<file path="src/rtl/mem_access_unit_if.sv">
// Core request/response and word-memory signals of the data-port initiator.
// master = core plus memory side, slave = mem_access_unit.
interface mem_access_unit_if;
  logic        req_valid;
  logic        req_ready;
  logic        req_wen;
  logic [31:0] req_addr;
  logic [1:0]  req_size;
  logic        req_unsigned;
  logic [31:0] req_wdata;
  logic        resp_valid;
  logic [31:0] resp_rdata;
  logic        resp_misaligned;
  logic [31:0] d_addr;
  logic [31:0] rdata;
  logic        wen;
  logic [31:0] wmask;
  logic [31:0] wdata;

  modport master (
    output req_valid, req_wen, req_addr, req_size, req_unsigned, req_wdata, rdata,
    input  req_ready, resp_valid, resp_rdata, resp_misaligned, d_addr, wen, wmask, wdata
  );

  modport slave (
    input  req_valid, req_wen, req_addr, req_size, req_unsigned, req_wdata, rdata,
    output req_ready, resp_valid, resp_rdata, resp_misaligned, d_addr, wen, wmask, wdata
  );
endinterface

</file>
<file path="src/rtl/mem_access_unit.sv">
// Load/store initiator turning one core request into one or two word accesses.
// Macro MISALIGNED_SPLIT_EN: split 4-byte-crossing accesses; otherwise fault them.
module mem_access_unit #(
  parameter int WORD_LEN = 32
) (
  input logic              clk,
  input logic              rst,
  mem_access_unit_if.slave bus
);

  typedef enum logic [2:0] {IDLE, ST0, ST1, LD0, LD1, LD2, RESP} state_t;

  state_t              state_r;
  logic [WORD_LEN-1:0] base_r;
  logic [WORD_LEN-1:0] hi_data_r;
  logic [WORD_LEN-1:0] word0_r;
  logic [WORD_LEN-1:0] d_addr_r;
  logic [WORD_LEN-1:0] wmask_r;
  logic [WORD_LEN-1:0] wdata_r;
  logic [WORD_LEN-1:0] resp_rdata_r;
  logic [3:0]          hi_mask_r;
  logic [1:0]          off_r;
  logic [1:0]          size_r;
  logic                uns_r;
  logic                cross_r;
  logic                wen_r;
  logic                resp_valid_r;
  logic                resp_misaligned_r;

  logic [31:0] req_base_s;
  logic [1:0]  req_off_s;
  logic [7:0]  req_m8_s;
  logic [63:0] req_w64_s;
  logic        req_cross_s;

  function automatic logic [7:0] lane_mask(input logic [1:0] size, input logic [1:0] off);
    logic [7:0] m;
    case (size)
      2'd0:    m = 8'h01;
      2'd1:    m = 8'h03;
      default: m = 8'h0f;
    endcase
    return m << off;
  endfunction

  function automatic logic is_cross(input logic [1:0] size, input logic [1:0] off);
    logic [2:0] nb;
    case (size)
      2'd0:    nb = 3'd1;
      2'd1:    nb = 3'd2;
      default: nb = 3'd4;
    endcase
    return ({1'b0, off} + nb) > 3'd4;
  endfunction

  function automatic logic [31:0] expand_lanes(input logic [3:0] lanes);
    return {{8{lanes[3]}}, {8{lanes[2]}}, {8{lanes[1]}}, {8{lanes[0]}}};
  endfunction

  // pair = {word1, word0}; the addressed bytes start at lane off of word0
  function automatic logic [31:0] load_result(input logic [63:0] pair, input logic [1:0] off,
                                              input logic [1:0] size, input logic uns);
    logic [31:0] r;
    r = 32'(pair >> {off, 3'b000});
    case (size)
      2'd0:    load_result = uns ? {24'h000000, r[7:0]} : {{24{r[7]}}, r[7:0]};
      2'd1:    load_result = uns ? {16'h0000, r[15:0]} : {{16{r[15]}}, r[15:0]};
      default: load_result = r;
    endcase
  endfunction

  // Decode the request presented by the core
  always_comb begin
    req_off_s   = bus.req_addr[1:0];
    req_base_s  = {bus.req_addr[31:2], 2'b00};
    req_m8_s    = lane_mask(bus.req_size, req_off_s);
    req_w64_s   = {32'h00000000, bus.req_wdata} << {req_off_s, 3'b000};
    req_cross_s = is_cross(bus.req_size, req_off_s);
  end

  assign bus.req_ready       = (state_r == IDLE) && !rst;
  assign bus.resp_valid      = resp_valid_r;
  assign bus.resp_rdata      = resp_rdata_r;
  assign bus.resp_misaligned = resp_misaligned_r;
  assign bus.d_addr          = d_addr_r;
  assign bus.wen             = wen_r;
  assign bus.wmask           = wmask_r;
  assign bus.wdata           = wdata_r;

  // Access sequencer with registered memory-side and response outputs
  always_ff @(posedge clk) begin
    if (rst) begin
      state_r           <= IDLE;
      base_r            <= 32'h00000000;
      hi_data_r         <= 32'h00000000;
      word0_r           <= 32'h00000000;
      hi_mask_r         <= 4'h0;
      off_r             <= 2'd0;
      size_r            <= 2'd0;
      uns_r             <= 1'b0;
      cross_r           <= 1'b0;
      d_addr_r          <= 32'h00000000;
      wen_r             <= 1'b0;
      wmask_r           <= 32'h00000000;
      wdata_r           <= 32'h00000000;
      resp_valid_r      <= 1'b0;
      resp_rdata_r      <= 32'h00000000;
      resp_misaligned_r <= 1'b0;
    end else begin
      case (state_r)
        IDLE: begin
          if (bus.req_valid) begin
            base_r    <= req_base_s;
            off_r     <= req_off_s;
            size_r    <= bus.req_size;
            uns_r     <= bus.req_unsigned;
            cross_r   <= req_cross_s;
            hi_mask_r <= req_m8_s[7:4];
            hi_data_r <= req_w64_s[63:32];
`ifndef MISALIGNED_SPLIT_EN
            if (req_cross_s) begin
              resp_valid_r      <= 1'b1;
              resp_misaligned_r <= 1'b1;
              resp_rdata_r      <= 32'h00000000;
              state_r           <= RESP;
            end else
`endif
            begin
              d_addr_r <= req_base_s;
              if (bus.req_wen) begin
                wen_r   <= 1'b1;
                wmask_r <= expand_lanes(req_m8_s[3:0]);
                wdata_r <= req_w64_s[31:0];
                state_r <= ST0;
              end else begin
                state_r <= LD0;
              end
            end
          end
        end
        ST0: begin
          if (cross_r) begin
            d_addr_r <= base_r + 32'd4;
            wmask_r  <= expand_lanes(hi_mask_r);
            wdata_r  <= hi_data_r;
            state_r  <= ST1;
          end else begin
            wen_r        <= 1'b0;
            wmask_r      <= 32'h00000000;
            wdata_r      <= 32'h00000000;
            resp_valid_r <= 1'b1;
            resp_rdata_r <= 32'h00000000;
            state_r      <= RESP;
          end
        end
        ST1: begin
          wen_r        <= 1'b0;
          wmask_r      <= 32'h00000000;
          wdata_r      <= 32'h00000000;
          resp_valid_r <= 1'b1;
          resp_rdata_r <= 32'h00000000;
          state_r      <= RESP;
        end
        LD0: begin
          if (cross_r) begin
            d_addr_r <= base_r + 32'd4;
          end
          state_r <= LD1;
        end
        LD1: begin
          if (cross_r) begin
            word0_r <= bus.rdata;
            state_r <= LD2;
          end else begin
            resp_rdata_r <= load_result({32'h00000000, bus.rdata}, off_r, size_r, uns_r);
            resp_valid_r <= 1'b1;
            state_r      <= RESP;
          end
        end
        LD2: begin
          resp_rdata_r <= load_result({bus.rdata, word0_r}, off_r, size_r, uns_r);
          resp_valid_r <= 1'b1;
          state_r      <= RESP;
        end
        RESP: begin
          resp_valid_r      <= 1'b0;
          resp_misaligned_r <= 1'b0;
          resp_rdata_r      <= 32'h00000000;
          state_r           <= IDLE;
        end
        default: begin
          state_r <= IDLE;
        end
      endcase
    end
  end

endmodule

</file>
<file path="src/flat_wrapper.sv">
// flat-port wrapper written by rule: the top's interface ports become plain ports
module mem_access_unit_flat 
#(
  parameter int WORD_LEN = 32
)
  (clk, rst, bus_req_valid, bus_req_wen, bus_req_addr, bus_req_size, bus_req_unsigned, bus_req_wdata, bus_rdata, bus_req_ready, bus_resp_valid, bus_resp_rdata, bus_resp_misaligned, bus_d_addr, bus_wen, bus_wmask, bus_wdata);
  mem_access_unit_if bus_i ();
  input logic clk;
  input logic rst;
  input wire logic [$bits(bus_i.req_valid)-1:0] bus_req_valid;
  input wire logic [$bits(bus_i.req_wen)-1:0] bus_req_wen;
  input wire logic [$bits(bus_i.req_addr)-1:0] bus_req_addr;
  input wire logic [$bits(bus_i.req_size)-1:0] bus_req_size;
  input wire logic [$bits(bus_i.req_unsigned)-1:0] bus_req_unsigned;
  input wire logic [$bits(bus_i.req_wdata)-1:0] bus_req_wdata;
  input wire logic [$bits(bus_i.rdata)-1:0] bus_rdata;
  output wire logic [$bits(bus_i.req_ready)-1:0] bus_req_ready;
  output wire logic [$bits(bus_i.resp_valid)-1:0] bus_resp_valid;
  output wire logic [$bits(bus_i.resp_rdata)-1:0] bus_resp_rdata;
  output wire logic [$bits(bus_i.resp_misaligned)-1:0] bus_resp_misaligned;
  output wire logic [$bits(bus_i.d_addr)-1:0] bus_d_addr;
  output wire logic [$bits(bus_i.wen)-1:0] bus_wen;
  output wire logic [$bits(bus_i.wmask)-1:0] bus_wmask;
  output wire logic [$bits(bus_i.wdata)-1:0] bus_wdata;
  assign bus_i.req_valid = bus_req_valid;
  assign bus_i.req_wen = bus_req_wen;
  assign bus_i.req_addr = bus_req_addr;
  assign bus_i.req_size = bus_req_size;
  assign bus_i.req_unsigned = bus_req_unsigned;
  assign bus_i.req_wdata = bus_req_wdata;
  assign bus_i.rdata = bus_rdata;
  assign bus_req_ready = bus_i.req_ready;
  assign bus_resp_valid = bus_i.resp_valid;
  assign bus_resp_rdata = bus_i.resp_rdata;
  assign bus_resp_misaligned = bus_i.resp_misaligned;
  assign bus_d_addr = bus_i.d_addr;
  assign bus_wen = bus_i.wen;
  assign bus_wmask = bus_i.wmask;
  assign bus_wdata = bus_i.wdata;
  mem_access_unit #(.WORD_LEN(WORD_LEN)) u_core (.clk(clk), .rst(rst), .bus(bus_i));
endmodule
</file>
<file path="config.mk">
export PLATFORM = sky130hd
export DESIGN_NAME = mem_access_unit_flat
export DESIGN_NICKNAME = d
export VERILOG_FILES = /design/src/rtl/mem_access_unit_if.sv /design/src/rtl/mem_access_unit.sv /design/src/flat_wrapper.sv
export SDC_FILE = /design/constraint.sdc
export NUM_CORES = 1
export LEC_CHECK = 0
export BUFFER_PORTS_ARGS = -buffer_cell sky130_fd_sc_hd__buf_2
export CAP_MARGIN = 20
export CORE_ASPECT_RATIO = 1.25
export CORE_MARGIN = 1
export CORE_UTILIZATION = 50
export DETAILED_ROUTE_END_ITERATION = 12
export PLACE_DENSITY_LB_ADDON = 0.2
export SLEW_MARGIN = 20
export SYNTH_ARGS = -nofsm -noshare
export SYNTH_HDL_FRONTEND = slang
export SYNTH_SLANG_ARGS = --single-unit
</file>
<file path="constraint.sdc">
create_clock -name clk -period 3.5 [get_ports clk]
set_input_delay 0.525 -clock clk [delete_from_list [all_inputs] [get_ports clk]]
set_output_delay 0.525 -clock clk [all_outputs]
set_load 0.05 [all_outputs]
</file>
==> flow_summary_export.csv, run 1 <==
group,metric,value,unit
outcome,status,"completed",
clocking,clk_path_buf_depth,2,
hold_path,hp-class,"in2reg",
die,dieArea,0.0217,sq mm
setup_path,crit_chain,"buf_2, nor2_1, ha_1, inv_1, fa_1, xnor2_1, nand3_1, a221oi_4, buf_12, nor2_1, a311oi_1",
synth,async_reset_ff_share,0,%
sta,setup_viol,0,
synth,ys_top_cells_by_area,"dfxtp_1 (38%), nand2_1 (8.0%), a21oi_1 (7.0%), mux2i_1 (4.7%), nor2_1 (4.0%)",
setup_path,crit_path_start_kind,"input port",
drt,dr.pass1.iters,5,
synth,synth_xor_area_share,1.74,%
synth,ys_ff_latch,199,
setup_path,end_kind,"register",
setup_path,cp_slowest_stage_delay,0.42,ns
drt,detail_route.iter0.violations,1049,
global_routing,gr-total-overflow,0,
flow_run,drv_cap,0,
setup_path,rr_worst_depth,5,
sta,worst_pin_slew,0.907,ns
global_routing,met3_usage,5.49,%
clocking,hold_buffers,0,
sta,slew_viol_final,0,
pwr,power_density,889,mW/mm^2
sta,rsz0062_at_grt,"false",
clocking,h-tree-depth,4,
drt,drt-wirelength-per-cell,18.4,um
setup_path,crit_buf_inv,3,
synth,netlist.area_leader.share,37.7,%
synth,synthFlopType,"dfxtp_1",
synth,mappedNetlistArea,0.0106,sq mm
placement,dpl_worst_slack,0.389,ns
drt,via_per_inst,5.94,
die,core-area,0.0207,sq mm
sta,post-route-period-util,75.9,%
synth,ys_types,75,
final_layout,final_common_cell,"buf_2",
pwr,ir_drop,0.618,mV
global_routing,grt_pass1_vias,9328,
setup_path,crit_family,"adder cells",
setup_path,r2r_slack,0.93,ns
sta,fin_ws,0.843,ns
sta,finClkSkew,0.0134,ns
global_routing,grt_antenna_before_repair,3,
placement,port_buffers,232,
die,ios,235,
synth,synth-seq-area-share,37.7,%
setup_path,critPathSlowestCell,"fa_1",
placement,place_congestion,0.941,
pwr,p_leak,4.83,nW
drt,wl,32100,um
global_routing,globalRouteMet2Util,47.6,%
synth,synth_top_family_by_area,"compound AO/OA/AOI/OAI gates",
setup_path,crit_required,3.85,ns
clocking,post-cts-setup-buffer-count,0,
setup_path,regToRegStartpoint,"u_core.state_r[2]$_SDFFE_PP0N_",
clocking,clk_latency,0.45,ns
setup_path,crit_path_start,"bus_req_size[1]",
global_routing,grt_pass1_wl,49200,um
synth,synthCells,1315,
setup_path,crit_fanout,65,
setup_path,arrival,3.00,ns
clocking,cts_buffers,17,
sta,max_freq,376,MHz
drt,route.vias.total,10369,
clocking,cts_resized,0,
die,rows,59,
hold_path,hold_start,"bus_req_wen",
die,fp.dieW,132,um
global_routing,gr-usage-met1,35.1,%
sta,tns,0,ns
synth,synth-edff-count,0,
drt,detail-route-antenna-nets,0,
drt,drc,0,
clocking,cts_root_buf,"clkbuf_16",
synth,synth_compound_area_share,22.0,%
sta,fin_crit,2.66,ns
final_layout,final_nets,1564,
clocking,clkTransAtPathRegs,0.07,ns
clocking,cts.sinks,199,
synth,yosysWarningCount,0,
setup_path,critPathKind,"in2reg",
global_routing,top_usage_layer,"met2",
setup_path,setup.worst_path.end,"u_core.bus.resp_rdata[13]$_SDFFE_PP0P_",
die,start_util,51.0,%
synth,synth_simple_gate_area_share,21.2,%
synth,synthAdderAreaFrac,0.544,%
global_routing,grt_max_degree,99,
final_layout,drive_above_1_share,24.1,%
final_layout,layout_common_cells,"buf_2 (231), nand2_1 (226), dfxtp_1 (197), a21oi_1 (147), nor2_1 (111)",
setup_path,cp_num_cells,11,
sta,hold_viol_final,0,
synth,avgSynthCellArea,8.04,sq um
synth,synth_top_area_cell,"dfxtp_1",
sta,slew_headroom,39.0,%
placement,hpwl,22300,um
setup_path,r2r_end,"u_core.bus.resp_rdata[15]$_SDFFE_PP0P_",
clocking,cts_tree,"yes",
setup_path,cp_common_cell,"nor2_1",
synth,muxShareOfSynthArea,9.84,%
final_layout,area_growth_syn_to_layout,16.0,%
global_routing,track_usage,28.8,%
die,chipHeight,165,um
final_layout,fillers,1940,
[Yosys cell counts (10+ instances only)]
library cell  instances
nand3_1              43
buf_2                29
a211oi_1             16
mux2i_1              50
a21oi_1             147
a221oi_1             29
nand2_1             226
nor3_1               38
xor2_1               11
o21ai_0              37
xnor2_1              10
buf_4                34
a311oi_1             27
mux2_2               32
o41ai_1              10
a211o_1              16
buf_1                14
nor2_1              113
dfxtp_1             199
nor2b_1              15
inv_1                12
clkbuf_1             62
[metal layers]
| layer | wire (um) | vias up |
|---|---|---|
| li1 | - | 4980 |
| met1 | 13000 | 4845 |
| met2 | 15300 | 439 |
| met3 | 2040 | 101 |
| met4 | 1670 | 4 |
| met5 | 23 | - |
[power breakdown]
group          internal [mW]  total [mW]  switching [mW]
sequential              2.86        3.35           0.488
combinational           1.48        5.62            4.15
clock                  0.949        1.92           0.972
total                   5.29        10.9            5.61
[stage by stage]
step | std cells | hold WS, ns | power [mW] | cell area, sq um | utilization, %
5_1_grt | 1744 | 0.299 | 11.5 | 12300 | 59.1
2_1_floorplan | 1316 | 0.432 | 7.82 | 10600 | -
6_report | 1745 | 0.291 | 10.9 | 12300 | 59.1
3_5_place_dp | 1712 | 0.441 | 9.01 | 11700 | 56.4
4_1_cts | 1744 | 0.282 | 10.9 | 12300 | 59.1
3_3_place_gp | 1712 | 0.437 | 8.95 | 11700 | 56.4
[area by class of cell]
type | instances | area, sq um | share of cell area, %
Clock inverter | 13 | 129 | 1.05
Timing Repair Buffer | 261 | 1440 | 11.7
Tap cell | 274 | 343 | 2.80
Sequential cell | 199 | 3990 | 32.5
Clock buffer | 19 | 433 | 3.53
Inverter | 13 | 48.8 | 0.398
Multi-Input combinational cell | 965 | 5890 | 48.0
Antenna cell | 1 | 2.50 | 0.0204
[registers in the layout, indices dropped and copies added, names as in the netlist]
signal	count
u_core.base_r	30
u_core.bus.d_addr	30
u_core.bus.resp_misaligned	1
u_core.bus.resp_rdata	32
u_core.bus.resp_valid	1
u_core.bus.wdata	32
u_core.bus.wen	1
u_core.bus.wmask	4
u_core.cross_r	1
u_core.hi_data_r	24
u_core.hi_mask_r	3
u_core.off_r	2
u_core.size_r	2
u_core.state_r	3
u_core.uns_r	1
u_core.word0_r	32
[cell families after synthesis]
group | count (synthesis)
AOI/OAI and AO/OA | 349
xor gates and xnor gates | 21
adders and majority gates | 4
buffers and inverters | 152
DFF | 199
muxes | 90
other | 1
and+or+nand+nor | 499
[worst min path at each step]
stage / end / depth (start not counted)
after global placement: u_core.bus.d_addr[11]$_SDFFE_PP0P_ / 2
after CTS: u_core.state_r[1]$_SDFFE_PP0N_ / 2
final: u_core.state_r[1]$_SDFFE_PP0N_ / 2
after global routing: u_core.state_r[1]$_SDFFE_PP0N_ / 2
after detailed placement: u_core.bus.d_addr[7]$_SDFFE_PP0P_ / 2
after floorplan: u_core.word0_r[1]$_SDFFE_PP0P_ / 2
Power figures use the tool's default switching activity.
==> inputs of run 2 (changes only) <==
Clock period 3.5 ns to 2.6 ns, I/O delays scaled along.
==> run 2 against run 1 <==
  * Core utilization grew 1.1 points
  * Clock power grew 33%
  * First-iteration DRC count shrank 22%
  * Wire length grew 0.36%
  * Critical path depth shrank 5
  * Largest power group unchanged
==> flow_summary_export.csv, run 2 (synthesized netlist as in run 1, its figures left out) <==
group,metric,value,unit
outcome,status,"completed",
global_routing,grt_pass1_vias,9508,
die,dieArea,0.0217,sq mm
clocking,post-cts-setup-buffer-count,0,
drt,dr.pass1.iters,6,
pwr,power_density,1190,mW/mm^2
setup_path,cp_num_cells,6,
global_routing,grt_max_degree,103,
placement,hpwl,22400,um
final_layout,final_common_cell,"buf_2",
hold_path,min_delay_path_depth,2,
final_layout,layout_common_cells,"buf_2 (231), nand2_1 (226), dfxtp_1 (197), a21oi_1 (147), nor2_1 (111)",
pwr,internal_power,7.28,mW
sta,slew_viol_final,0,
drt,detail-route-antenna-nets,0,
clocking,clkTransAtPathRegs,0.07,ns
sta,worst_pin_slew,0.759,ns
sta,post-route-period-util,89.9,%
clocking,hold_buffers,0,
setup_path,end_kind,"register",
pwr,p_total,14.8,mW
die,ios,235,
die,core-area,0.0207,sq mm
clocking,cts_root_buf,"clkbuf_16",
clocking,cts_tree,"yes",
final_layout,fin_cells,1767,
sta,hold_viol_final,0,
sta,fin_crit,2.34,ns
drt,via_per_inst,5.87,
hold_path,hold_start,"bus_req_wen",
pwr,ir_drop,0.838,mV
drt,route.vias.total,10381,
final_layout,drive_above_1_share,25.6,%
sta,slew_headroom,49.0,%
setup_path,crit_path_start,"u_core.off_r[0]$_SDFFE_PP0P_",
setup_path,critPathSlowestCell,"nor3_1",
clocking,cts.sinks,199,
hold_path,hp-class,"in2reg",
drt,detail_route.iter0.violations,822,
setup_path,critPathKind,"reg2reg",
sta,hold_ws,0.172,ns
final_layout,fillers,1892,
global_routing,gr-total-overflow,0,
final_layout,num_antenna_cells,0,
setup_path,regToRegStartpoint,"u_core.off_r[0]$_SDFFE_PP0P_",
pwr,power_switching,7.56,mW
global_routing,track_usage,29.4,%
sta,fin_ws,0.262,ns
sta,tns,0,ns
setup_path,crit_chain,"buf_12, mux2_2, mux2i_1, nor3_1, o21ai_0, a311oi_1",
sta,max_freq,428,MHz
pwr,pwr-share-clk,17.2,%
drt,drc,0,
die,chipHeight,165,um
pwr,p_seq_share,30.3,%
sta,setup_viol,0,
drt,wl,32200,um
setup_path,cp_slowest_stage_delay,0.62,ns
pwr,switching_share,50.9,%
placement,place_congestion,0.943,
global_routing,grt_antenna_before_repair,0,
setup_path,crit_required,2.95,ns
placement,dp.cells,1735,
setup_path,crit_path_start_kind,"register",
die,rows,59,
pwr,comb_power_share,52.4,%
final_layout,area_growth_syn_to_layout,18.2,%
sta,rsz0062_at_grt,"false",
global_routing,grt_pass1_wl,50400,um
drt,drt-wirelength-per-cell,18.2,um
setup_path,crit_family,"simple AND/OR/NAND/NOR gates",
final_layout,final_nets,1587,
die,start_util,51.0,%
clocking,h-tree-depth,4,
clocking,clk_latency,0.44,ns
placement,port_buffers,232,
clocking,cts_resized,0,
sta,finClkSkew,0.0184,ns
flow_run,drv_cap,0,
clocking,clk_path_buf_depth,2,
die,fp.dieW,132,um
clocking,cts_buffers,17,
setup_path,rr_worst_depth,6,
setup_path,crit_fanout,68,
pwr,p_leak,4.97,nW
setup_path,crit_buf_inv,1,
placement,dpl_worst_slack,-0.106,ns
setup_path,arrival,2.68,ns
[run 2: power by group through the flow]
stage | registers [mW] | logic (mW) | clock network (mW)
final | 4.50 | 7.78 | 2.56
after global placement | 4.55 | 7.68 | 0
after CTS | 4.50 | 7.78 | 2.59
after global routing | 4.62 | 8.33 | 2.72
after floorplan | 6.48 | 4.08 | 0
after detailed placement | 4.57 | 7.76 | 0
[run 2: worst paths after layout]
kind | end | slack [ns]
setup / recovery | u_core.bus.resp_rdata[15]$_SDFFE_PP0P_ | 0.26
hold / removal | u_core.state_r[1]$_SDFFE_PP0N_ | 0.17
setup reg to reg | u_core.bus.resp_rdata[15]$_SDFFE_PP0P_ | 0.26
hold reg to reg | u_core.hi_data_r[1]$_SDFFE_PP0P_ | 0.45
[run 2: layout make-up]
type	instances	area, sq um	area share, %
sequential	199	3990	31.9
timing repair buffer	284	1660	13.3
inverter	13	48.8	0.390
clock buffer	19	443	3.54
tap	274	343	2.74
multi-input combinational	965	5910	47.3
clock inverter	13	115	0.921
[run 2: worst reg2reg max path, stage by stage (launching register included)]
cell and delay, ns:
dfxtp_2 0.40, buf_12 0.35, mux2_2 0.27, mux2i_1 0.10, nor3_1 0.62, o21ai_0 0.22
a311oi_1 0.29
[run 2: metrics by stage]
step	cell area [sq um]	util [%]
floorplan	10600	-
global placement	11900	57.5
detailed placement	11900	57.5
CTS	12500	60.2
global route	12500	60.3
finish	12500	60.3
[run 2: per-layer routing]
layer  part of all wire [%]  routed length, um  up-vias  GRT usage, %
met2                     48              15500      408          49.4
met4                    5.0               1620        0          16.6
met3                    6.1               1980       79          5.37
met5                      0                  0        -             0
met1                     41              13000     4876          35.7
li1                       -                  -     5018             -
==> inputs of run 3 (changes only) <==
Settings changed: ABC_AREA set to 1.
==> run 3 against run 2 <==
  * Non-clock buffer count shrank 10
  * Combinational power increased by 19%
  * Wire length up 12%
  * Synthesized cell count is 36% higher
  * Final cell count increased by 26%
  * Maximum frequency is 1.2% lower
  * Worst hold slack better by 0.021 ns
  * Design area increased by 3.4%
  * Synthesized area up 5.8%
  * Critical path depth rose by 2
  * Clock-buffer cell count is 1 lower
  * First-iteration DRC count grew 34%
  * Critical path type unchanged
  * Critical endpoint is now u_core.hi_data_r[10]$_SDFFE_PP0P_
  * Largest power group unchanged
  * Highest routed layer is now met5
==> flow_summary_export.csv, run 3 <==
group,metric,value,unit
synth,netlist.area_leader.share,35.6,%
synth,synth-edff-count,0,
sta,slew_viol_final,0,
clocking,clk_latency,0.44,ns
drt,detail-route-antenna-nets,0,
final_layout,layout_common_cells,"nand2_1 (464), buf_2 (232), a21oi_1 (207), o21ai_0 (205), dfxtp_1 (198)",
synth,ys_ff_latch,199,
final_layout,area_growth_syn_to_layout,15.6,%
drt,wl,36200,um
drt,via_per_inst,5.59,
clocking,cts_buffers,17,
global_routing,grt_max_degree,79,
setup_path,arrival,2.74,ns
global_routing,gr-total-overflow,0,
setup_path,r2r_slack,0.23,ns
drt,wl_met3,3080,um
die,rows,60,
global_routing,track_usage,31.6,%
setup_path,critPathKind,"reg2reg",
clocking,cts_tree,"yes",
hold_path,holdPathEnd,"u_core.base_r[14]$_SDFFE_PP0P_",
flow_run,drv_cap,0,
sta,tns,0,ns
final_layout,fillers,2173,
global_routing,grt_pass1_wl,57400,um
setup_path,crit_path_start_kind,"register",
sta,slew_headroom,37.8,%
synth,synthFlopType,"dfxtp_1",
setup_path,rr_worst_depth,8,
clocking,h-tree-depth,4,
placement,port_buffers,232,
drt,drc,0,
sta,hold_viol_final,0,
die,start_util,51.4,%
drt,dr.pass1.iters,6,
drt,drt-met1-wl,14800,um
synth,synth_top_area_cell,"dfxtp_1",
setup_path,crit_fanout,12,
synth,synthCells,1783,
clocking,hold_buffers,0,
synth,avgSynthCellArea,6.27,sq um
synth,ys_top_cells_by_area,"dfxtp_1 (36%), nand2_1 (16%), a21oi_1 (9.3%), o21ai_0 (9.2%), nand3_1 (6.4%)",
drt,drt-wirelength-per-cell,16.3,um
sta,setup_viol,0,
setup_path,end_kind,"register",
die,core-area,0.0218,sq mm
setup_path,regToRegStartpoint,"u_core.state_r[0]$_SDFFE_PP0N_",
sta,hold_ws,0.193,ns
sta,fin_crit,2.37,ns
placement,place_congestion,0.958,
final_layout,final_nets,2035,
drt,routed-wl-met2,17100,um
hold_path,hold_start,"bus_req_addr[14]",
clocking,cts_root_buf,"clkbuf_16",
die,ios,235,
sta,post-route-period-util,91.0,%
synth,mappedNetlistArea,0.0112,sq mm
global_routing,grt_pass1_vias,11440,
drt,highest-signal-layer,"met5",
drt,route.vias.total,12416,
synth,ys_top_cells_by_count,"nand2_1 (464), a21oi_1 (207), o21ai_0 (205)",
pwr,power_density,1280,mW/mm^2
die,chipHeight,169,um
sta,rsz0062_at_grt,"false",
synth,synth_most_common_cell,"nand2_1",
sta,finClkSkew,0.0146,ns
pwr,p_leak,5.79,nW
clocking,cts_resized,0,
die,dieArea,0.0230,sq mm
hold_path,hp-class,"in2reg",
clocking,clk_path_buf_depth,2,
synth,synth-seq-area-share,35.6,%
setup_path,r2r_end,"u_core.hi_data_r[10]$_SDFFE_PP0P_",
clocking,clkTransAtPathRegs,0.08,ns
hold_path,min_delay_path_depth,3,
synth,yosysWarningCount,0,
outcome,status,"completed",
die,fp.dieW,136,um
placement,hpwl,25400,um
drt,detail_route.iter0.violations,1104,
sta,max_freq,423,MHz
setup_path,crit_required,2.97,ns
sta,worst_pin_slew,0.930,ns
clocking,post-cts-setup-buffer-count,0,
synth,ys_types,35,
synth,async_reset_ff_share,0,%
clocking,cts.sinks,199,
final_layout,drive_above_1_share,17.6,%
final_layout,final_common_cell,"nand2_1",
global_routing,grt_antenna_before_repair,1,
pwr,ir_drop,0.839,mV
[run 3: changes by cell type after synthesis, moves of 29 or more]
cell,previous run,this run
nor3_1,38,5
mux2i_1,50,0
a21oi_1,147,207
mux2_2,32,0
a221oi_1,29,0
inv_1,12,118
o21ai_0,37,205
nor2_1,113,182
nand3_1,43,142
nand2_1,226,464
[run 3: kinds of logic after synthesis]
kind of cell             share of synthesized area [%]
AND/OR/NAND/NOR                                   30.1
AO/OA/AOI/OAI                                     22.4
buffers and inverters                             10.8
flip-flops                                        35.6
XOR/XNOR                                         0.470
adder cells (fa/ha/maj)                          0.514
other                                           0.0335
[run 3: power by group]
part	switching, mW	internal, mW	total (mW)
Combinational	6.95	2.34	9.29
Clock	1.35	1.28	2.63
Sequential	0.680	4.01	4.69
[run 3: cell type report]
class	count	area, sq um	share of cell area, %
Multi-Input combinational cell	1308	6010	46.5
Sequential cell	199	3990	30.8
Timing Repair Buffer	274	1540	11.9
Inverter	128	480	3.72
Clock buffer	18	429	3.32
Tap cell	279	349	2.70
Clock inverter	14	138	1.06
Antenna cell	1	2.50	0.0194
[run 3: worst max path at each step]
stage	cells past startpoint	endpoint	startpoint
after floorplan	13	u_core.bus.wdata[7]$_SDFFE_PP0P_	bus_req_addr[1]
after global placement	14	u_core.bus.resp_rdata[13]$_SDFFE_PP0P_	bus_req_size[1]
after detailed placement	14	u_core.bus.resp_rdata[13]$_SDFFE_PP0P_	bus_req_size[1]
final	8	u_core.hi_data_r[10]$_SDFFE_PP0P_	u_core.state_r[0]$_SDFFE_PP0N_
after CTS	8	u_core.hi_data_r[10]$_SDFFE_PP0P_	u_core.state_r[0]$_SDFFE_PP0N_
after global routing	8	u_core.hi_data_r[10]$_SDFFE_PP0P_	u_core.state_r[2]$_SDFFE_PP0N_
[run 3: worst max-delay path, cell delays in order, from the launching register on]
cell and delay (ns):
dfxtp_1 0.37, inv_2 0.11, nand3_1 0.18, nor2_2 0.17, inv_2 0.05, nor2_1 0.70
inv_1 0.38, a2bb2oi_1 0.22, nor2_1 0.12
[run 3: layer usage]
| layer | up-vias | global-route usage, % |
|---|---|---|
| met5 | - | 0 |
| met3 | 79 | 5.11 |
| li1 | 6117 | - |
| met1 | 5645 | 40.6 |
| met4 | 2 | 14.0 |
| met2 | 573 | 51.6 |
[run 3: stage by stage]
stage / util (%) / setup slack, ns / std cells / power [mW] / area, sq um
6_report: 59.4 / 0.234 / 2221 / 16.6 / 12900
5_1_grt: 59.4 / 0.0809 / 2220 / 17.7 / 12900
4_1_cts: 59.4 / 0.276 / 2220 / 16.6 / 12900
3_5_place_dp: 56.8 / 0.0815 / 2188 / 14.0 / 12400
3_3_place_gp: 56.8 / 0.105 / 2188 / 13.8 / 12400
2_1_floorplan: - / 0.0640 / 1784 / 11.7 / 11200
